<file path="config.mk">
export PLATFORM = sky130hd
export DESIGN_NAME = divider
export DESIGN_NICKNAME = d
export VERILOG_FILES = /design/src/rtl/divider_pkg.sv /design/src/rtl/divider.sv
export SDC_FILE = /design/constraint.sdc
export NUM_CORES = 1
export LEC_CHECK = 0
export CAP_MARGIN = 5
export CORE_ASPECT_RATIO = 1.25
export CORE_MARGIN = 3
export CORE_UTILIZATION = 55
export CTS_CLUSTER_SIZE = 10
export DETAILED_ROUTE_END_ITERATION = 6
export PLACE_DENSITY = 0.78
export SYNTH_ARGS = -nofsm -noshare
export SYNTH_HDL_FRONTEND = slang
export SYNTH_SLANG_ARGS = --single-unit
</file>
<file path="constraint.sdc">
create_clock -name clk -period 7.2 [get_ports clk]
set_input_delay 1.08 -clock clk [delete_from_list [all_inputs] [get_ports clk]]
set_output_delay 1.08 -clock clk [all_outputs]
set_load 0.02 [all_outputs]
</file>
<file path="src/rtl/divider_pkg.sv">
// Shared divider definitions: FSM state encoding and default operand width.
package divider_pkg;

  typedef enum logic [1:0] {DIV_IDLE, DIV_BUSY, DIV_DONE} div_state_t;

  localparam int DIV_WIDTH = 32;

endpackage

</file>
<file path="src/rtl/divider.sv">
// Multi-cycle radix-2 restoring divider for DIV/DIVU in the EX stage.
// LO = quotient, HI = remainder; the result is held until the E stage advances.
module divider
  import divider_pkg::*;
#(
  parameter int WIDTH = DIV_WIDTH
) (
  input  logic             clk,
  input  logic             resetn,
  input  logic             div_en,
  input  logic             div_signed,
  input  logic [WIDTH-1:0] dividend,
  input  logic [WIDTH-1:0] divisor,
  input  logic             stall_e,
  input  logic             flush_e,
  output logic             div_ready,
  output logic             div_busy,
  output logic [WIDTH-1:0] quotient,
  output logic [WIDTH-1:0] remainder
);

  localparam int CW = $clog2(WIDTH) + 1;

  div_state_t       r_state;
  logic [CW-1:0]    r_cnt;
  logic [WIDTH-1:0] r_rem;
  logic [WIDTH-1:0] r_quo;
  logic [WIDTH-1:0] r_dvsr;
  logic             r_qneg;
  logic             r_rneg;
  logic             r_ready;
  logic             r_busy;
  logic [WIDTH-1:0] r_q_out;
  logic [WIDTH-1:0] r_r_out;

  logic             w_a_neg;
  logic             w_b_neg;
  logic [WIDTH-1:0] w_a_mag;
  logic [WIDTH-1:0] w_b_mag;
  logic [WIDTH:0]   w_shift;
  logic [WIDTH:0]   w_trial;
  logic [WIDTH-1:0] w_rem_nx;
  logic [WIDTH-1:0] w_quo_nx;

  assign w_a_neg = div_signed & dividend[WIDTH-1];
  assign w_b_neg = div_signed & divisor[WIDTH-1];
  assign w_a_mag = w_a_neg ? (~dividend + 1'b1) : dividend;
  assign w_b_mag = w_b_neg ? (~divisor + 1'b1) : divisor;

  // Trial subtract is one bit wider so the shifted-out remainder bit is kept.
  assign w_shift  = {r_rem, r_quo[WIDTH-1]};
  assign w_trial  = w_shift - {1'b0, r_dvsr};
  assign w_rem_nx = w_trial[WIDTH] ? w_shift[WIDTH-1:0] : w_trial[WIDTH-1:0];
  assign w_quo_nx = {r_quo[WIDTH-2:0], ~w_trial[WIDTH]};

  always_ff @(posedge clk or negedge resetn) begin
    if (!resetn) begin
      r_state <= DIV_IDLE;
      r_cnt   <= '0;
      r_rem   <= '0;
      r_quo   <= '0;
      r_dvsr  <= '0;
      r_qneg  <= 1'b0;
      r_rneg  <= 1'b0;
      r_ready <= 1'b0;
      r_busy  <= 1'b0;
      r_q_out <= '0;
      r_r_out <= '0;
    end else if (flush_e) begin
      r_state <= DIV_IDLE;
      r_ready <= 1'b0;
      r_busy  <= 1'b0;
    end else begin
      case (r_state)
        DIV_IDLE: begin
          if (div_en) begin
            r_quo   <= w_a_mag;
            r_dvsr  <= w_b_mag;
            r_rem   <= '0;
            // Divide-by-zero keeps the all-ones quotient unsigned-looking.
            r_qneg  <= (w_a_neg ^ w_b_neg) && (divisor != '0);
            r_rneg  <= w_a_neg;
            r_cnt   <= CW'(WIDTH);
            r_state <= DIV_BUSY;
            r_busy  <= 1'b1;
          end
        end
        DIV_BUSY: begin
          r_rem <= w_rem_nx;
          r_quo <= w_quo_nx;
          r_cnt <= r_cnt - 1'b1;
          if (r_cnt == CW'(1)) begin
            r_q_out <= r_qneg ? (~w_quo_nx + 1'b1) : w_quo_nx;
            r_r_out <= r_rneg ? (~w_rem_nx + 1'b1) : w_rem_nx;
            r_state <= DIV_DONE;
            r_busy  <= 1'b0;
            r_ready <= 1'b1;
          end
        end
        DIV_DONE: begin
          if (!stall_e) begin
            r_state <= DIV_IDLE;
            r_ready <= 1'b0;
          end
        end
        default: begin
          r_state <= DIV_IDLE;
          r_ready <= 1'b0;
          r_busy  <= 1'b0;
        end
      endcase
    end
  end

  assign div_ready = r_ready;
  assign div_busy  = r_busy;
  assign quotient  = r_q_out;
  assign remainder = r_r_out;

endmodule

</file>
==> Word level (Yosys, flattened, before mapping) <==
Cells that the tools add are included.
{ "word_totals": {"regBits": 172, "latch_bits": 0, "ram_bits": 0, "mem_bits_ro": 0, "in_bits": 70, "elab_cells": 69, "memories": 0} }
{ "classes": {"add_sub_neg": 6, "multipliers": 0, "n_div": 0, "magnitude_cmp": 0, "n_eq_ne": 9, "shift": 0, "mux": 24, "n_bitwise": 9, "reduce_logical": 10} }
{ "op_table": {"columns": ["op", "n"], "rows": [
  ["two-way mux 32 bit", 7],
  ["adder 32 x 1 -> 32 bit (second input constant)", 4],
  ["inverter 32 bit", 4],
  ["case mux 32 bit (2 select lines)", 2],
  ["subtractor 33 x 32 -> 33 bit", 1],
  ["nonzero test 32 bit", 1],
  ["AND reduction 3 bit", 6],
  ["case mux 6 bit (2 select lines)", 1],
  ["inequality test 3 bit (second input constant)", 3],
  ["two-way mux 2 bit", 4],
  ["equality test 6 x 1 -> 1 bit (second input constant)", 1],
  ["two-way mux 1 bit", 6],
  ["two-way mux 6 bit", 1],
  ["inequality test 2 bit (second input constant)", 3],
  ["case mux 1 bit (3 select lines)", 2],
  ["case mux 2 bit (3 select lines)", 1],
  ["subtractor 6 x 1 -> 6 bit (second input constant)", 1],
  ["AND 1 bit", 2],
  ["equality test 2 x 1 -> 1 bit (second input constant)", 1],
  ["equality test 2 bit (second input constant)", 1],
  ["logical NOT 2 bit", 1],
  ["inverter 1 bit", 2],
  ["nonzero test 2 bit", 1],
  ["logical AND 1 bit", 1],
  ["XOR 1 bit", 1]
]} }

==> Depth between registers and ports, before layout <==
Gate-level depths: netlist (run 1).
{ "logic_depth": {"word_depth": 5, "mapped_depth": 26, "ltp_nobuf": 22} }

==> Worst setup path before layout (run 1) <==
OpenSTA, ideal clock, no wires.
{ "synth_path": {"path_type": "register to register", "from": "register r_quo[31]", "to": "register r_q_out[26], in the netlist quotient[26]", "setup_time_ns": 0.135, "arrival_time_ns": 5.017, "t_required_ns": 7.065, "path_slack_ns": 2.048, "stages_incl_launch_ff": 25, "path_buffers": 4, "synth_period_minus_slack_ns": 5.152, "cell_sequence": "dfrtp_1 inv_1 ha_1 inv_1 fa_1 a211oi_1 o211ai_1 nand4b_2 a2111oi_4 or3_1 buf_2 and2_4 buf_6 inv_2 clkbuf_1 clkbuf_1 ha_1 nand2b_1 nand2b_1 or2_2 nand2b_1 or4_1 o31ai_1 xor2_1 o21ai_0"} }
{ "synth_between": {"elab_chain_len": 5} }
{ "synth_lines": {"columns": ["element", "line", "text"], "rows": [
  ["start: declaration", "divider.sv:27", "logic [WIDTH-1:0] r_quo;"],
  ["start signal: assignment", "divider.sv:77", "r_quo <= w_a_mag;"],
  ["start signal: assignment", "divider.sv:90", "r_quo <= w_quo_nx;"],
  ["subtractor 33 x 32 -> 33 bit", "divider.sv:52", "assign w_trial = w_shift - {1'b0, r_dvsr};"],
  ["inverter 1 bit", "divider.sv:54", "assign w_quo_nx = {r_quo[WIDTH-2:0], ~w_trial[WIDTH]};"],
  ["inverter 32 bit", "divider.sv:93", "r_q_out <= r_qneg ? (~w_quo_nx + 1'b1) : w_quo_nx;"],
  ["adder 32 x 1 -> 32 bit", "divider.sv:93", null],
  ["two-way mux 32 bit", "divider.sv:93", null],
  ["end signal: assignment", "divider.sv:93", null],
  ["end: declaration", "divider.sv:33", "logic [WIDTH-1:0] r_q_out;"]
]} }
No other way between the ends.
A chain may end at the register's enable or synchronous reset.

==> Worst setup path after layout (run 1) <==
{ "layout_path": {"from": "register r_quo[31]", "to": "register r_r_out[26], in the netlist remainder[26]"} }
{ "layout_between": {"elab_chain_len": 5} }
{ "layout_lines": {"columns": ["element", "line", "text"], "rows": [
  ["subtractor 33 x 32 -> 33 bit", "divider.sv:52", null],
  ["two-way mux 32 bit (*)", "divider.sv:53", "assign w_rem_nx = w_trial[WIDTH] ? w_shift[WIDTH-1:0] : w_trial[WIDTH-1:0];"],
  ["inverter 32 bit", "divider.sv:94", "r_r_out <= r_rneg ? (~w_rem_nx + 1'b1) : w_rem_nx;"],
  ["adder 32 x 1 -> 32 bit", "divider.sv:94", null],
  ["two-way mux 32 bit (*)", "divider.sv:94", null],
  ["end signal: assignment", "divider.sv:94", null],
  ["end: declaration", "divider.sv:34", "logic [WIDTH-1:0] r_r_out;"]
]} }
Every way passes the cells marked *; elsewhere a longest branch is shown, timed or not.

==> flow_metrics.tcl, run 1 <==
set metrics [dict create \
    status "complete, no violations" \
    multi_input_area_um2 7000 \
    pin_count 136 \
    synth_seq_cells 172 \
    seq_power_share_pct 26.4 \
    arrival_ns 6.13 \
    cts_buffers 17 \
    grt_pass1_wl_um 53500 \
    port_buffers 135 \
    drt_iter0_drc 671 \
    worst_setup_path_end_kind "flip-flop" \
    grt_max_degree 123 \
    clk_latency_ns 0.44 \
    ir_worst_vdd_mv 0.239 \
    p_clk_share_pct 16.1 \
    max_freq_mhz 172 \
    synthCells 1449 \
    yosys.area.top_type_share_pct 36.5 \
    pre_cts_ws_ns 1.46 \
    async_flop_share_pct 100 \
    cts_tree "built" \
    register_area_um2 4300 \
    yosysUniqueCellTypes 76 \
    cts_resized 0 \
    grt-ovfl-total 0 \
    critPathKind "reg2reg" \
    rrSetupSlack_ns 1.39 \
    yosysSeqAreaShare_pct 36.5 \
    fin_crit_sh_pct 80.7 \
    cts_setup_buffers 0 \
    stdcell_count 1824 \
    yosysWarnings 0 \
    core_area_um2 21000 \
    h-tree-depth 4 \
    switchingPower_mw 2.87 \
    row_count 59 \
    startpoint_type "flip-flop" \
    cellInternalPower_mw 3.11 \
    die_area_um2 23300 \
    synth_edf_count 0 \
    maxCapViolCount 0 \
    cp_max_fo 42 \
    ys.flop_type "dfrtp_1" \
    vias_per_cell 5.93 \
    slew_headroom_pct 17.3 \
    n_fill_cell 1806 \
    antenna_found_initial 0 \
    fin_setup_tns_ns 0 \
    gp_congestion 0.940 \
    crit_required_ns 7.52 \
    avgSynthCellArea_um2 8.14 \
    drv_slew 0 \
    initial_utilization_pct 56.3 \
    final_nets 1646 \
    tightest_slew_ns 1.23 \
    place_inst 1792 \
    power_density_nw_per_um2 431 \
    ant_nets 0 \
    finish.utilization_pct 66.2 \
    cts_hold_buffers 0 \
    vias 10800 \
    worstHoldPathType "reg2reg" \
    p_leak_nw 5.81 \
    path_cells "inv_1, ha_1, inv_1, fa_1, a211oi_1, o211ai_1, nand4b_2, a2111oi_4, or3_1, and2_4, inv_2, mux2i_1, ha_1, nand2_1, or4_1, nor3_1, mux2i_1, a21oi_1, a21oi_1, xnor2_1, mux2_2" \
    firstDrtPassIters 5 \
    grt_pass1_vias 10500 \
    post_drt_wl_per_cell_um 18.2 \
    die_y_um 170 \
    syn-num-nets 1558 \
    fin_skew_ns 0.0103 \
    setup_violations 0 \
    synth_area_um2 11800 \
    synth.top_cells.by_count "222 x nand2_1, 207 x o21ai_0, 172 x dfrtp_1, 109 x a21oi_1, 89 x nor2_1" \
    synth_area_leaders "dfrtp_1 36%, o21ai_0 8.8%, nand2_1 7.1%" \
    drive_gt1_share_pct 4.90 \
    synth.most_common_cell "nand2_1" \
    rsz0062_at_grt "false" \
    grt_util_all_layers_pct 29.0 \
    cts_buffer_depth 2 \
    swShare_pct 47.9 \
    root_buffer "clkbuf_16" \
    fin_ws_ns 1.39 \
    synth.largest_area_cell "dfrtp_1" \
    diodes 0 \
    wirelength_um 33200 \
    cp_slowest_cell "inv_2" \
    slowest_delay_ns 0.57 \
    path_clk_slew_ns 0.08 \
    finalHoldViolCount 0 \
    die_w_um 137 \
    drc 0 \
    area_growth_pct 17.7 \
    combPwrFrac_pct 57.5 \
    hpwlAfterDp_um 25100 \
    period_needed_ns 5.81 \
    cts_sinks 172 \
]
## metal layers
layer	global-route usage [%]	vias to the layer above	share of wire [%]
li1	-	5307	-
met1	35.2	5180	41
met2	52.0	265	52
met3	4.12	60	3.6
met4	10.7	0	3.2
met5	0	-	0
## flip-flops by register name, indices dropped and copies added (netlist names), 2 cells and up
name,cells
r_cnt,6
r_state,2
r_quo,32
quotient,32
remainder,32
r_rem,32
r_dvsr,32
## critical path: cells and delay by family (launching register included)
family	cells	cell delay, ns
compound gates	5	0.97
mux	3	0.84
flops	1	0.40
xor+xnor	1	0.15
buf+inv	3	0.71
fa+ha+maj	3	0.84
simple gates	6	1.75
## through the flow
stage	hold WS, ns	power [mW]	area [um2]
final	0.479	5.98	13900
after global routing	0.511	6.42	13900
after CTS	0.486	5.98	13900
after detailed placement	0.469	5.00	13300
after global placement	0.461	4.97	13300
after floorplan	0.450	3.92	11800
## power groups by stage
stage	Combinational [mW]	Sequential (mW)	Clock, mW
2_1_floorplan	2.28	1.63	0
3_3_place_gp	3.39	1.58	0
3_5_place_dp	3.41	1.59	0
4_1_cts	3.43	1.58	0.976
5_1_grt	3.79	1.62	1.01
6_report	3.44	1.58	0.961
## final timing paths
check / from / depth (start not counted) / endpoint
setup / recovery: r_quo[31] / 21 / remainder[26]
hold / removal: remainder[9] / 2 / remainder[9]
setup reg to reg: r_quo[31] / 21 / remainder[26]
hold reg to reg: remainder[9] / 2 / remainder[9]
max in group asynchronous: resetn / 2 / remainder[27]
min in group asynchronous: resetn / 1 / remainder[4]
## cell usage in the layout, fill, tap and decap left out, drive strengths merged, types with 13 or more instances in the layout
| cell | n |
|---|---|
| xnor2 | 70 |
| and2 | 13 |
| dfrtp | 172 |
| nor2 | 89 |
| a31oi | 16 |
| nor3 | 28 |
| a21oi | 111 |
| or3 | 26 |
| nand3 | 14 |
| or4 | 16 |
| xor2 | 67 |
| o31ai | 20 |
| nand2 | 223 |
| inv | 71 |
| o21ai | 218 |
| clkdlybuf4s50 | 134 |
| nor4 | 19 |
| mux2i | 22 |
| ha | 38 |
| clkbuf | 18 |
## logic make-up after synthesis
group | count (synthesis) | synth area share, %
xor gates and xnor gates | 137 | 10.2
DFF | 172 | 36.5
muxes | 28 | 2.44
adders and majority gates | 39 | 4.20
buffers and inverters | 135 | 4.48
and+or+nand+nor | 484 | 19.3
AOI/OAI and AO/OA | 454 | 23.0
## area by class of cell
type	count	area share (%)
multi-input combinational	1142	50.4
inverter	64	1.73
sequential	172	31.0
tap	274	2.47
clock inverter	14	1.24
clock buffer	18	3.16
timing repair buffer	140	10.0
Note: power is estimated with default switching activity, not from simulation.
==> run 2: changes to the inputs <==
==> constraint.sdc (replaced) <==
create_clock -name clk -period 5.7 [get_ports clk]
set_input_delay 0.855 -clock clk [delete_from_list [all_inputs] [get_ports clk]]
set_output_delay 0.855 -clock clk [all_outputs]
set_load 0.02 [all_outputs]
==> flow_metrics.tcl, run 2 (synthesized netlist as in run 1, its figures left out) <==
set metrics [dict create \
    status "complete, no violations" \
    port_buffers 135 \
    period_needed_ns 5.33 \
    clk_latency_ns 0.44 \
    post_drt_wl_per_cell_um 17.9 \
    ant_nets 0 \
    pin_count 136 \
    finish.utilization_pct 66.2 \
    cp-endpoint "remainder[26]" \
    cts_sinks 172 \
    grt-ovfl-total 0 \
    grt_max_degree 123 \
    rr_worst_depth 21 \
    swShare_pct 47.6 \
    fin_skew_ns 0.0163 \
    drc 0 \
    max_freq_mhz 187 \
    root_buffer "clkbuf_16" \
    final_common_cell "nand2_1" \
    arrival_ns 5.66 \
    h-tree-depth 4 \
    fin_ws_ns 0.366 \
    grt_pass1_wl_um 53500 \
    die_y_um 170 \
    cts_hold_buffers 0 \
    cp_max_fo 9 \
    switchingPower_mw 3.58 \
    vias_per_cell 5.89 \
    antenna_found_initial 0 \
    core_area_um2 21000 \
    firstDrtPassIters 6 \
    worstHoldPathType "reg2reg" \
    timing.rr.start "r_quo[31]" \
    fin_crit_sh_pct 93.6 \
    path_clk_slew_ns 0.07 \
    cts_setup_buffers 0 \
    drive_gt1_share_pct 5.08 \
    place_inst 1796 \
    setup_violations 0 \
    crit_start "r_quo[31]" \
    drv_slew 0 \
    power.total_mw 7.51 \
    ir_worst_vdd_mv 0.323 \
    combPwrFrac_pct 57.9 \
    rrSetupSlack_ns 0.37 \
    finalHoldViolCount 0 \
    die_area_um2 23300 \
    fin_area_um2 13900 \
    critPathKind "reg2reg" \
    p_leak_nw 5.82 \
    area_growth_pct 17.7 \
    startpoint_type "flip-flop" \
    stdcell_count 1828 \
    fin_setup_tns_ns 0 \
    grt_util_all_layers_pct 28.7 \
    slew_headroom_pct 23.5 \
    cellInternalPower_mw 3.93 \
    layout_common_cells "221 x nand2_1, 207 x o21ai_0, 172 x dfrtp_1" \
    p_clk_share_pct 15.7 \
    gp_congestion 1.01 \
    row_count 59 \
    die_w_um 137 \
    rsz0062_at_grt "false" \
    crit_required_ns 6.02 \
    final_nets 1650 \
    cts_resized 0 \
    grt_pass1_vias 10500 \
    seq_power_share_pct 26.4 \
    initial_utilization_pct 56.3 \
    fin_hold_ws_ns 0.479 \
    drt_iter0_drc 716 \
    maxCapViolCount 0 \
    placed_cell_area_um2 13300 \
    power_density_nw_per_um2 541 \
    hpwlAfterDp_um 24700 \
    cts_buffers 17 \
    pre_cts_ws_ns 0.513 \
    r2r-end "remainder[26]" \
    worst_setup_path_end_kind "flip-flop" \
    tightest_slew_ns 1.15 \
    cts_tree "built" \
    wirelength_um 32800 \
    vias 10800 \
    diodes 0 \
    cts_buffer_depth 2 \
]
[run 2: changes by cell type in the layout (fill, tap and decap cells not counted), sizes merged]
cell,change
clkinv,-1
clkinvlp,+1
buf,+4
[run 2: per-layer routing]
layer / routed length [um] / GRT usage (%) / up-vias
met5: 0 / 0 / -
met4: 999 / 10.1 / 0
li1: - / - / 5306
met2: 17300 / 51.5 / 273
met1: 13200 / 34.6 / 5133
met3: 1320 / 4.83 / 50
[run 2: worst min-delay path by stage]
stage | startpoint | end | slack [ns] | cells after the start
4_1_cts | remainder[6] | remainder[6] | 0.49 | 2
2_1_floorplan | r_dvsr[10] | r_dvsr[10] | 0.45 | 2
3_3_place_gp | remainder[7] | remainder[7] | 0.46 | 2
3_5_place_dp | remainder[6] | remainder[6] | 0.47 | 2
5_1_grt | remainder[13] | remainder[13] | 0.50 | 2
6_report | remainder[13] | remainder[13] | 0.48 | 2
[run 2: final cells by class]
class	instances	area, um2
Clock buffer	18	429
Sequential cell	172	4300
Clock inverter	14	153
Fill cell	1840	7080
Multi-Input combinational cell	1142	7000
Tap cell	274	343
Inverter	64	240
Timing Repair Buffer	144	1420
[run 2: power by group through the flow]
stage          Sequential, mW  Clock (mW)  Combinational, mW
6_report                 1.99        1.18               4.34
5_1_grt                  2.04        1.24               4.81
4_1_cts                  1.98        1.20               4.33
3_5_place_dp             2.00           0               4.30
3_3_place_gp             1.99           0               4.26
2_1_floorplan            2.06           0               2.88
[run 2: worst max-delay path, cell delays in order (launching register included)]
cell and delay [ns]:
dfrtp_1 0.41, inv_1 0.10, ha_1 0.16, inv_1 0.05
fa_1 0.42, a211oi_1 0.42, o211ai_1 0.21, nand4b_2 0.20
a2111oi_4 0.09, or3_1 0.47, and2_4 0.23, inv_2 0.17
mux2i_1 0.32, ha_1 0.26, nand2_1 0.05, or4_1 0.43
nor3_1 0.19, mux2i_1 0.25, a21oi_1 0.24, a21oi_1 0.10
xnor2_1 0.14, mux2_2 0.27
==> patch 1 (flow settings as in run 1) <==
Reset style: synchronous (`resetn`), changed in one clocked block.
--- a/src/rtl/divider.sv
+++ b/src/rtl/divider.sv
@@ -53,7 +53,7 @@
   assign w_rem_nx = w_trial[WIDTH] ? w_shift[WIDTH-1:0] : w_trial[WIDTH-1:0];
   assign w_quo_nx = {r_quo[WIDTH-2:0], ~w_trial[WIDTH]};
 
-  always_ff @(posedge clk or negedge resetn) begin
+  always_ff @(posedge clk) begin
     if (!resetn) begin
       r_state <= DIV_IDLE;
       r_cnt   <= '0;
Formal check against the unedited RTL: differs if resetn is asserted again (counterexample within 4 cycles, from zero or initial values and one cycle with resetn low); with resetn held inactive, the same outputs for 10 cycles.
==> patch 1 against run 1 <==
- sequential cell count is the same
- synthesized cell count is 12% higher
- core utilization is 0.11 points higher
- die area rose by 0.95%
- design area is 0.51% higher
- sequential share of layout area down 6.3 points
- first-iteration DRC count up 25%
- setup slack better by 0.58 ns
- via count grew 14%
- synthesized area up 0.99%
- critical endpoint is now remainder[28]$_SDFFE_PN0P_
- wire length increased by 9.0%
Power is not compared: it rests on default switching activity, and its combinational part moved more than twofold at a synthesized area within 25%.
==> patch 1: results <==
export IMPL_drt_iter0_drc=842
export IMPL_placed_cell_area_mm2=0.0134
export IMPL_cp_data_arrival_time_ns=5.61
export IMPL_grt_pass1_wl_mm=58.4
export IMPL_async_flop_share=0
export IMPL_synth_flop_cell="dfxtp_1"
export IMPL_buffer_area_frac=0.105
export IMPL_multi_input_area_share=0.564
export IMPL_signal_buffers=151
export IMPL_synthTopCellsByCount="nor2_1, dfxtp_1, a21oi_1"
export IMPL_seq_share=0.247
export IMPL_seq_area_frac_synth=0.289
export IMPL_final_area_mm2=0.0140
export IMPL_dp_slack_ns=2.06
export IMPL_status="completed"
export IMPL_crit_fanout=28
export IMPL_cpPeakStageDelay_ns=0.45
export IMPL_critical_path_top_delay_family="compound AO/OA/AOI/OAI gates"
export IMPL_rr_worst_depth=24
export IMPL_nFillCells=1865
export IMPL_synth_cells=1616
export IMPL_hp_start="r_dvsr[17]$_SDFFE_PN0P_"
export IMPL_syn_num_nets=1725
export IMPL_ys_types=77
export IMPL_min_to="r_dvsr[17]$_SDFFE_PN0P_"
export IMPL_dieArea_mm2=0.0235
export IMPL_critPathSlowestCell="a2111o_1"
export IMPL_synth_xor_area_frac=0.0933
export IMPL_synth_fa_ha_area_frac=0.0416
export IMPL_grt_max_degree=98
## patch 1: cell types whose count changed after synthesis, moves of 26 or more
cell,run 1,this run
nor2_1,89,233
nand3_1,14,40
a21oi_1,109,167
a211oi_1,10,87
xnor2_1,70,42
nand2_1,222,113
o21ai_0,207,92
dfxtp_1,0,172
dfrtp_1,172,0
## patch 1: power by group through the flow
stage / Clock (W) / Sequential [W] / Combinational [W]
detailed placement: 0 / 0.00103 / 0.000557
floorplan: 0 / 0.00103 / 0.000389
global placement: 0 / 0.00103 / 0.000551
global route: 0.000970 / 0.00102 / 0.000624
finish: 0.000927 / 0.00101 / 0.000570
CTS: 0.000933 / 0.00101 / 0.000561
## patch 1: metal layers
layer	global-route usage	share of wire	vias up
met2	0.503	0.47	525
li1	-	-	6019
met3	0.0674	0.083	103
met5	0	0	-
met1	0.379	0.40	5719
met4	0.158	0.049	0
==> patch 2 (flow settings as in run 1) <==
Without the edit above. Set the package constant `DIV_WIDTH` to 64 (it was 32).
--- a/src/rtl/divider_pkg.sv
+++ b/src/rtl/divider_pkg.sv
@@ -3,7 +3,7 @@
 
   typedef enum logic [1:0] {DIV_IDLE, DIV_BUSY, DIV_DONE} div_state_t;
 
-  localparam int DIV_WIDTH = 32;
+  localparam int DIV_WIDTH = 64;
 
 endpackage
 
Interface: changed (resized dividend, divisor, quotient and remainder); port bits go from 136 to 264. The function was not compared with the original's and may differ.
==> patch 2 against run 1 <==
- combinational power down 30%
- sequential cell count up 161
- core utilization is 0.62 points lower
- synthesized area up 110%
- power increased by 14%
- sequential share of layout area shrank 1.8 points
- sequential power rose by 56%
- wire length rose to 2.8 times the old value
- synthesized cell count rose by 110%
- setup slack worse by 0.62 ns
- the run now ends with DRC left
- design area grew 110%
- critical path depth did not move
- count of clock-buffer cells in the layout grew 35
- first-iteration DRC count grew to 3.2 times the old value
- highest routed layer unchanged
==> patch 2: results <==
export IMPL_status="complete, but fails checks"
export IMPL_violations="DRC"
export IMPL_cts_setup_buffers=0
export IMPL_drc=1
export IMPL_avgRoutedWirePerCell_um=24.0
export IMPL_port_buffer_count=263
export IMPL_power_share_switching=0.388
export IMPL_place_congestion=1.03
export IMPL_synth_flop_cell="dfrtp_1"
export IMPL_seq_area_frac_synth=0.341
export IMPL_first_pass_iters=7
export IMPL_grt_pass1_vias=24500
export IMPL_muxShareOfSynthArea=0.0270
export IMPL_avgViaCountPerCell=6.43
export IMPL_cts_max_level=2
export IMPL_grt_pass1_wl_mm=142
export IMPL_async_flop_share=1.00
export IMPL_synthTopCellsByCount="nand2_1, o21ai_0, dfrtp_1"
export IMPL_drt_iter0_drc=2167
export IMPL_cts_resized=0
export IMPL_crit_fanout=27
export IMPL_cts_inserted_buffers=41
export IMPL_synth_compound_area_share=0.234
export IMPL_cp_data_arrival_time_ns=6.93
export IMPL_ys_types=93
export IMPL_syn_num_nets=3310
export IMPL_p_leak_nw=11.7
export IMPL_synth_xor_area_frac=0.104
export IMPL_cts_buffer_depth=3
export IMPL_clkTransAtPathRegs_ns=0.06
export IMPL_tightest_slew_ns=1.21
export IMPL_finalNetCount=3466
export IMPL_post_dp_hpwl_mm=70.3
export IMPL_synth_fa_ha_area_frac=0.0366
export IMPL_track_usage=0.380
export IMPL_synth_area_leaders="dfrtp_1, o21ai_0, nand2_1, xor2_1, xnor2_1"
export IMPL_ir_drop_mv=0.258
export IMPL_fin_skew_ns=0.0228
export IMPL_clk_latency_ns=0.58
export IMPL_grt_max_degree=125
export IMPL_drive_gt1_frac=0.0443
-- patch 2: metrics by stage --
stage | cells | hold WS [ns] | cell area [µm²] | worst slack [ns]
after detailed placement | 3783 | 0.454 | 27300 | 0.989
after global placement | 3783 | 0.448 | 27300 | 1.17
final | 3841 | 0.467 | 28500 | 0.771
after CTS | 3841 | 0.467 | 28500 | 0.946
after global routing | 3841 | 0.498 | 28500 | 0.431
after floorplan | 3105 | 0.450 | 24500 | 1.20
-- patch 2: critical path, stage by stage, from the launching register on --
cell and delay (ns):
dfrtp_1 0.40, inv_1 0.08, ha_1 0.22, fa_1 0.40, nand2b_1 0.19, a211oi_2 0.41
o21a_1 0.27, o21ai_1 0.23, o211a_2 0.40, a21o_1 0.36, nor2_4 0.20, inv_2 0.22
a21oi_1 0.33, ha_1 0.28, nand2_1 0.08, or4b_2 0.67, nor2b_1 0.26, nand4_1 0.13
a2111oi_0 0.65, a31oi_1 0.19, xor2_1 0.17, o21ai_0 0.16
-- patch 2: layout make-up --
cell class              count  area [µm²]
clock inverters             5        78.8
inverters                 109         409
well taps                 565         707
repair buffers            292        2880
clock buffers              53        1130
fillers                  3709       15000
flip-flops and latches    333        8340
multi-input cells        2484       15000
-- patch 2: cell families after synthesis --
group | after synthesis
xor gates and xnor gates | 291
AOI/OAI and AO/OA | 960
and+or+nand+nor | 1097
DFF | 333
buffers and inverters | 288
muxes | 65
adders and majority gates | 71
-- patch 2: routing by layer --
layer  vias to the layer above  global-route usage  routed length (µm)
li1                      11400                   -                   -
met1                     11900               0.447               34200
met2                      1191               0.640               44100
met3                       271              0.0741                7190
met4                         0               0.232                6590
met5                         -                   0                   0
-- patch 2: power by group through the flow --
stage               clock network, W  registers, W  logic (W)
floorplan                          0       0.00255    0.00132
finish                       0.00194       0.00247    0.00241
CTS                          0.00196       0.00246    0.00238
detailed placement                 0       0.00248    0.00236
global placement                   0       0.00247    0.00232
global route                 0.00203       0.00250    0.00261
-- patch 2: worst paths after layout --
| path | from | end | depth (start not counted) | slack, ns |
|---|---|---|---|---|
| setup / recovery | r_quo[63]$_DFFE_PN0P_ | remainder[54]$_DFFE_PN0P_ | 21 | 0.77 |
| hold / removal | remainder[29]$_DFFE_PN0P_ | remainder[29]$_DFFE_PN0P_ | 2 | 0.47 |
| setup reg to reg | r_quo[63]$_DFFE_PN0P_ | remainder[54]$_DFFE_PN0P_ | 21 | 0.77 |
| hold reg to reg | remainder[29]$_DFFE_PN0P_ | remainder[29]$_DFFE_PN0P_ | 2 | 0.47 |
| max in group asynchronous | resetn | r_qneg$_DFFE_PN0P_ | 2 | 5.04 |
| min in group asynchronous | resetn | r_dvsr[36]$_DFFE_PN0P_ | 1 | 0.55 |
